File: src/rtl/spi_ram_loader.sv
// SPI mode-0 slave that bursts words into / out of a single-port RAM (cmd, address, data words).
// All SPI inputs are resynchronised to clk; clk must run at least 8x sclk.
module spi_ram_loader #(
  parameter int         ADDR_WIDTH = 8,
  parameter int         DATA_WIDTH = 32,
  parameter logic [7:0] CMD_WRITE  = 8'h02,
  parameter logic [7:0] CMD_READ   = 8'h03
) (
  input  logic                  clk,
  input  logic                  rst,
  input  logic                  spi_sclk,
  input  logic                  spi_cs_n,
  input  logic                  spi_mosi,
  output logic                  spi_miso,
  output logic                  mem_en,
  output logic                  mem_we,
  output logic [ADDR_WIDTH-1:0] mem_addr,
  output logic [DATA_WIDTH-1:0] mem_wdata,
  input  logic [DATA_WIDTH-1:0] mem_rdata,
  output logic                  busy,
  output logic                  frame_done,
  output logic                  cmd_err
);
  localparam int CW = $clog2(DATA_WIDTH + ADDR_WIDTH + 8);

  typedef enum logic [2:0] {IDLE, CMD, ADDR, WDATA, RDATA, IGNORE} state_t;
  state_t state, state_n;

  logic [1:0]            sclk_sync, cs_sync, mosi_sync;
  logic                  sclk_q, sclk_s, cs_s, mosi_s, rise, fall;
  logic [CW-1:0]         bit_cnt;
  logic [DATA_WIDTH-2:0] rx_shift;
  logic [DATA_WIDTH-1:0] tx_shift;
  logic [7:0]            cmd_byte;
  logic                  wr_mode;
  logic                  cnt_clr, cmd_done, addr_load, wr_word, rd_load, rd_shift, rd_inc;
  logic                  done_set, err_set;

  assign sclk_s   = sclk_sync[1];
  assign cs_s     = cs_sync[1];
  assign mosi_s   = mosi_sync[1];
  assign rise     = sclk_s & ~sclk_q;
  assign fall     = ~sclk_s & sclk_q;
  assign cmd_byte = {rx_shift[6:0], mosi_s};
  assign spi_miso = (state == RDATA) ? tx_shift[DATA_WIDTH-1] : 1'b0;

  // cs_n synchroniser resets to the idle (deasserted) level so reset never opens a frame
  always_ff @(posedge clk or posedge rst) begin
    if (rst) begin
      sclk_sync <= 2'b00;
      cs_sync   <= 2'b11;
      mosi_sync <= 2'b00;
      sclk_q    <= 1'b0;
    end else begin
      sclk_sync <= {sclk_sync[0], spi_sclk};
      cs_sync   <= {cs_sync[0], spi_cs_n};
      mosi_sync <= {mosi_sync[0], spi_mosi};
      sclk_q    <= sclk_s;
    end
  end

  always_ff @(posedge clk or posedge rst) begin
    if (rst) state <= IDLE;
    else     state <= state_n;
  end

  always_comb begin
    state_n   = state;
    cnt_clr   = 1'b0;
    cmd_done  = 1'b0;
    addr_load = 1'b0;
    wr_word   = 1'b0;
    rd_load   = 1'b0;
    rd_shift  = 1'b0;
    rd_inc    = 1'b0;
    done_set  = 1'b0;
    err_set   = 1'b0;
    case (state)
      IDLE: begin
        if (!cs_s) begin
          state_n = CMD;
          cnt_clr = 1'b1;
        end
      end
      CMD: begin
        if (cs_s) begin
          state_n = IDLE;
        end else if (rise && bit_cnt == CW'(7)) begin
          cnt_clr  = 1'b1;
          cmd_done = 1'b1;
          if (cmd_byte == CMD_WRITE || cmd_byte == CMD_READ) begin
            state_n = ADDR;
          end else begin
            state_n = IGNORE;
            err_set = 1'b1;
          end
        end
      end
      ADDR: begin
        if (cs_s) begin
          state_n  = IDLE;
          done_set = 1'b1;
        end else if (rise && bit_cnt == CW'(ADDR_WIDTH-1)) begin
          addr_load = 1'b1;
          cnt_clr   = 1'b1;
          state_n   = wr_mode ? WDATA : RDATA;
        end
      end
      WDATA: begin
        // a word finishing together with cs_n rising is still written
        if (rise && bit_cnt == CW'(DATA_WIDTH-1)) begin
          wr_word = 1'b1;
          cnt_clr = 1'b1;
        end
        if (cs_s) begin
          state_n  = IDLE;
          done_set = 1'b1;
        end
      end
      RDATA: begin
        if (cs_s) begin
          state_n  = IDLE;
          done_set = 1'b1;
        end else begin
          if (fall && bit_cnt == '0) rd_load  = 1'b1;
          else if (fall)             rd_shift = 1'b1;
          if (rise && bit_cnt == CW'(DATA_WIDTH-1)) begin
            rd_inc  = 1'b1;
            cnt_clr = 1'b1;
          end
        end
      end
      IGNORE: begin
        if (cs_s) state_n = IDLE;
      end
      default: state_n = IDLE;
    endcase
  end

  always_ff @(posedge clk or posedge rst) begin
    if (rst) begin
      bit_cnt    <= '0;
      rx_shift   <= '0;
      tx_shift   <= '0;
      wr_mode    <= 1'b0;
      mem_en     <= 1'b0;
      mem_we     <= 1'b0;
      mem_addr   <= '0;
      mem_wdata  <= '0;
      busy       <= 1'b0;
      frame_done <= 1'b0;
      cmd_err    <= 1'b0;
    end else begin
      if (cnt_clr)   bit_cnt <= '0;
      else if (rise) bit_cnt <= bit_cnt + CW'(1);
      if (rise)      rx_shift <= {rx_shift[DATA_WIDTH-3:0], mosi_s};
      if (cmd_done)  wr_mode <= (cmd_byte == CMD_WRITE);
      if (rd_load)       tx_shift <= mem_rdata;
      else if (rd_shift) tx_shift <= {tx_shift[DATA_WIDTH-2:0], 1'b0};
      mem_en <= wr_word | rd_load;
      mem_we <= wr_word;
      if (wr_word) mem_wdata <= {rx_shift, mosi_s};
      // write strobes advance the address after the strobe cycle, reads on the word's last rise
      if (addr_load)                      mem_addr <= {rx_shift[ADDR_WIDTH-2:0], mosi_s};
      else if ((mem_en && mem_we) || rd_inc) mem_addr <= mem_addr + ADDR_WIDTH'(1);
      busy       <= (state != IDLE) || wr_word || (mem_en && mem_we);
      frame_done <= done_set;
      cmd_err    <= err_set;
    end
  end
endmodule

File: config.mk
export PLATFORM = sky130hd
export DESIGN_NAME = spi_ram_loader
export DESIGN_NICKNAME = d
export VERILOG_FILES = /design/src/rtl/spi_ram_loader.sv
export SDC_FILE = /design/constraint.sdc
export NUM_CORES = 1
export LEC_CHECK = 0
export CORE_MARGIN = 2
export CORE_UTILIZATION = 41
export DETAILED_ROUTE_END_ITERATION = 7
export PLACE_DENSITY = 0.75
export SYNTH_ARGS = -nofsm -noshare
export SYNTH_HDL_FRONTEND = slang
export SYNTH_SLANG_ARGS = --single-unit
File: constraint.sdc
create_clock -name clk -period 4.2 [get_ports clk]
set_clock_uncertainty 0.05 [all_clocks]
set_input_delay 0.42 -clock clk [delete_from_list [all_inputs] [get_ports clk]]
set_output_delay 0.42 -clock clk [all_outputs]
set_load 0.005 [all_outputs]
Word-level counts from Yosys, hierarchy flattened
Cells that the tools add are included.

Reductions and logical operators: 18. Bitwise gates (word level): 5. Add/subtract/negate cells: 2. Muxes and demuxes: 39. Equal/unequal tests: 13.

Operators by type and width (number): $mux W32 (2); $mux W3 (8); $mux W1 (23); $eq A8 B2 Y1 const B (2); $mux W8 (2); $mux W6 (2); $pmux W3 S4 (1); $add A8 B1 Y8 const B (1); $add A6 B1 Y6 const B (1); $eq A3 B2 Y1 const B (2); $eq A3 B3 Y1 const B (2); $eq A6 B3 Y1 const B (1); $eq A6 B5 Y1 const B (1); $logic_not A6 Y1 (1); $ne A3 B3 Y1 const B (2); $reduce_bool A2 Y1 (3); $reduce_or A3 Y1 (2); $logic_and A1 B1 Y1 (4); $logic_or A1 B1 Y1 (4); $pmux W1 S4 (1); $reduce_and A4 Y1 (1); $eq A3 B1 Y1 const B (1); $logic_not A3 Y1 (1); $reduce_bool A3 Y1 (1); other kinds (6) (8).

Word-level logic and storage cells: 93. Bits in registers: 125. Output and inout port bits: 46. Bits of input ports: 37.

Depth between registers and ports, before layout
Depth in word-level cells: 9. Mapped depth: 7. Mapped depth without buffers: 5.

Worst setup path after synthesis
No wires, ideal clock.

Path kind: register to register. Start: register state[0]. End: register mem_addr[1]. Arrival time: 1.828 ns. Period minus slack after synthesis: 2.003 ns. Slack: 2.197 ns. Required time: 4.025 ns. Library setup time: 0.125 ns. Stages on the path, launching flop included: 6. Buffers on the path: 1. Cells stage by stage: dfrtp_1 buf_6 or4b_1 o22a_1 o21ai_2 mux2_2.

Longest elaborated chain between the ends: 4. Elaborated cells on any way between the ends: 7. Those cells by class: eq/ne (2); mux (3); reduce/logical (2).

Ends and longest elaborated chain: start, declared (line 27) `state_t state, state_n;`; start signal, assigned (line 64) `else state <= state_n;`; $eq A3 B3 Y1 (line 78) `case (state)`; $mux W1 (line 78); $logic_or A1 B1 Y1 (line 165) `else if ((mem_en && mem_we) || rd_inc) mem_addr <= mem_addr + ADDR_WIDTH'(1);`; $reduce_bool A2 Y1 (no line); end signal, assigned (line 164) `if (addr_load) mem_addr <= {rx_shift[ADDR_WIDTH-2:0], mosi_s};`; end signal, assigned (line 165); end, declared (line 17) `output logic [ADDR_WIDTH-1:0] mem_addr,`.

Parallel ways exist; a longest one is shown, timed or not. A chain may end at the register's enable or synchronous reset.

Final worst setup path
Start: register bit_cnt[0]. End: register mem_wdata[11].

Longest elaborated chain between the ends: 4.

Ends and longest elaborated chain: start, declared (line 31) `logic [CW-1:0] bit_cnt;`; start signal, assigned (line 155) `else if (rise) bit_cnt <= bit_cnt + CW'(1);`; $eq A6 B5 Y1 (line 111) `if (rise && bit_cnt == CW'(DATA_WIDTH-1)) begin`; $logic_and A1 B1 Y1 (line 111); $mux W1 (line 111); $mux W1 (line 78); end signal, assigned (line 162) `if (wr_word) mem_wdata <= {rx_shift, mosi_s};`; end, declared (line 18) `output logic [DATA_WIDTH-1:0] mem_wdata,`.

Every way passes these cells.

==> out/results.ini <==
[global_routing]
grt_max_degree=86
antenna_found_initial=0
grt_pass1_vias=4147
grt_use_total_pct=17.8
grt_pass1_wl_mm=20.5
gr-total-overflow=0

[clock_tree]
cts_setup_buffers=0
cts_hold_buf=0
clk_pin_slew_ps=60
clk_latency_ps=410
htreeDepth=4
clock-sinks=125
cts_tree=yes
cts_resized=0
cts_buffers=17
cts_buffer_depth=2
cts_root_buffer=clkbuf_16

[routing]
avgRoutedWirePerCell_um=15.5
wl_mm=12.0
via_count=4040
drt-initial-drc-count=288
drtAntennaViolNets=0
detail_route.vias_per_cell=5.20
dr.pass1.iters=4
drc_errors=0

[sta]
setup_viol=0
fin_tns_setup_ps=0
slew_violations=0
fin_ws_ps=1470
fin_crit_sh_pct=65.0
worst_pin_slew_ps=1010
max_slew_margin_pct=32.6
fmax_mhz=366
hold_violations=0
hold_slack_ps=296
grt_setup_unrepaired=false
finalCriticalPeriod_ps=2730

[power]
p_int_mw=2.77
p_total_mw=3.89
vdd_ir_drop_max_mv=0.291
switchingPower_mw=1.12
clock_power_share_pct=38.7
p_comb_share_pct=21.0
cellLeakagePower_nw=3.31
switching_share_pct=28.8
p_per_area_nw_per_um2=545
power_frac_seq_pct=40.3

[yosys]
syn_inst=513
synth-edff-count=0
synth_nets=553
synth_flop_cell=dfrtp_1
syn_area_um2=5620
yosysSeqAreaShare_pct=55.7
syn-mean-instance-area_um2=11.0
synth_top_area_cell=dfrtp_1
ys_types=54
yosys_warnings=0
yosysTopAreaCellShare_pct=54.7
ys_top_cells_by_area=dfrtp_1, nand2_1, mux2_2
ys_ff_latch=125
async_reset_ff_share_pct=100

[floorplan]
rows=42
coreArea_um2=13300
num_io_pins=83
die-area_um2=14700
die-width_um=121
chipHeight_um=121
start_util_pct=42.3

[placed_design]
dpl.hpwl_mm=8.01
placed_cell_area_um2=6530
io_buffers=82
gp_congestion=0.830
dp_slack_ps=1460
place_inst=745

[critical_path]
crit_required_ps=4440
startpoint_type=flop
ff2ff_setup_slack_ps=1470
cp-end-kind=flop
crit_type=flop to flop
worstPathArrival_ps=2980
crit_fanout=39

[layout]
syn2layout_area_growth_pct=26.9
multi_input_area_um2=2280
stdcell_count=777
design_area_um2=7130
antenna_cells=0
fill_cells=1114
fin_util_pct=53.7
register_area_um2=3130
final_nets=628
drive_gt1_share_pct=18.3

[job]
drv_cap=0

[hold_path]
hp-class=flop to flop

[run_status]
outcome=complete, no violations

-- sequential cells by signal, summed over array words and instances (netlist names), 2 cells and up --
signal,cells
bit_cnt,6
cs_sync,2
mem_addr,8
mem_wdata,32
mosi_sync,2
rx_shift,31
sclk_sync,2
state,3
tx_shift,32
-- layout make-up --
| cell class | count | share of cell area, % |
|---|---|---|
| multi-input combinational | 347 | 31.9 |
| timing repair buffer | 88 | 12.1 |
| clock inverter | 13 | 2.42 |
| inverter | 9 | 0.509 |
| sequential | 125 | 43.9 |
| tap | 176 | 3.09 |
| clock buffer | 19 | 6.07 |
-- final timing paths --
| check | from | to | depth (start not counted) |
|---|---|---|---|
| min in group asynchronous | rst | tx_shift[18] | 2 |
| worst max register to register | bit_cnt[0] | mem_wdata[11] | 5 |
| worst min register to register | mosi_sync[0] | mosi_sync[1] | 0 |
| worst min-delay path | mosi_sync[0] | mosi_sync[1] | 0 |
| max in group asynchronous | rst | rx_shift[26] | 3 |
| worst max-delay path | bit_cnt[0] | mem_wdata[11] | 5 |
-- cell usage in the layout, fill, tap and decap left out, types with 4 or more instances in the layout --
cell type and count:
clkdlybuf4s50_1 82, nor3_1 15, o21ai_2 30, nand2_1 125, a31oi_1 4, nand3_1 8
clkbuf_16 17, or3_1 4, a211oi_1 6, o21ai_0 7, and2_1 4, nor2_1 14
mux2i_1 33, bufinv_16 4, o211ai_1 7, clkinv_2 6, dfrtp_1 123, buf_4 6
mux2_2 35, inv_1 8
-- synthesized netlist by cell type, drive strengths merged, types with 2 or more instances --
cell type,number
clkbuf,15
and3,2
o211ai,7
o41ai,3
nor3,15
a31oi,4
a211oi,6
dfrtp,123
a21oi,3
or3,4
and2,4
or4b,3
nor2,14
mux2i,33
nor2b,3
o2bb2ai,2
nand4b,2
inv,9
dfstp,2
nand3,8
o311ai,2
nand2b,3
o21ai,39
o21a,2
buf,17
ha,3
mux2,35
xnor2,3
nand2,125
nand3b,3
nor4,2
-- cell families (layout without fill, tap and decap cells) --
group	Yosys count	after routing	share of synthesized area [%]
xor+xnor	4	4	0.623
simple gates	195	195	15.6
flops	125	125	55.7
mux	68	68	12.9
compound gates	77	77	10.6
fa+ha+maj	3	3	0.667
buf+inv	41	129	3.94
-- routing by layer --
metal	wire length [µm]	vias up	track usage (%)
met5	0	-	0
met4	222	0	7.05
met3	520	18	5.12
met2	6250	105	30.1
met1	5060	1973	21.3
li1	-	1944	-
-- worst max-delay path: stages, from the launching register on --
cell      delay [ps]
dfrtp_1          420
ha_1             210
nand4b_1         460
nor2_1           220
and3_2           810
mux2_2           430
-- power groups by stage --
stage	Combinational [mW]	Sequential (mW)	Clock, mW
floorplan	0.712	1.51	0
CTS	0.827	1.57	1.53
finish	0.816	1.57	1.50
detailed placement	0.819	1.58	0
global placement	0.783	1.57	0
global route	0.911	1.60	1.59
Note: power is estimated with default switching activity, not from simulation.
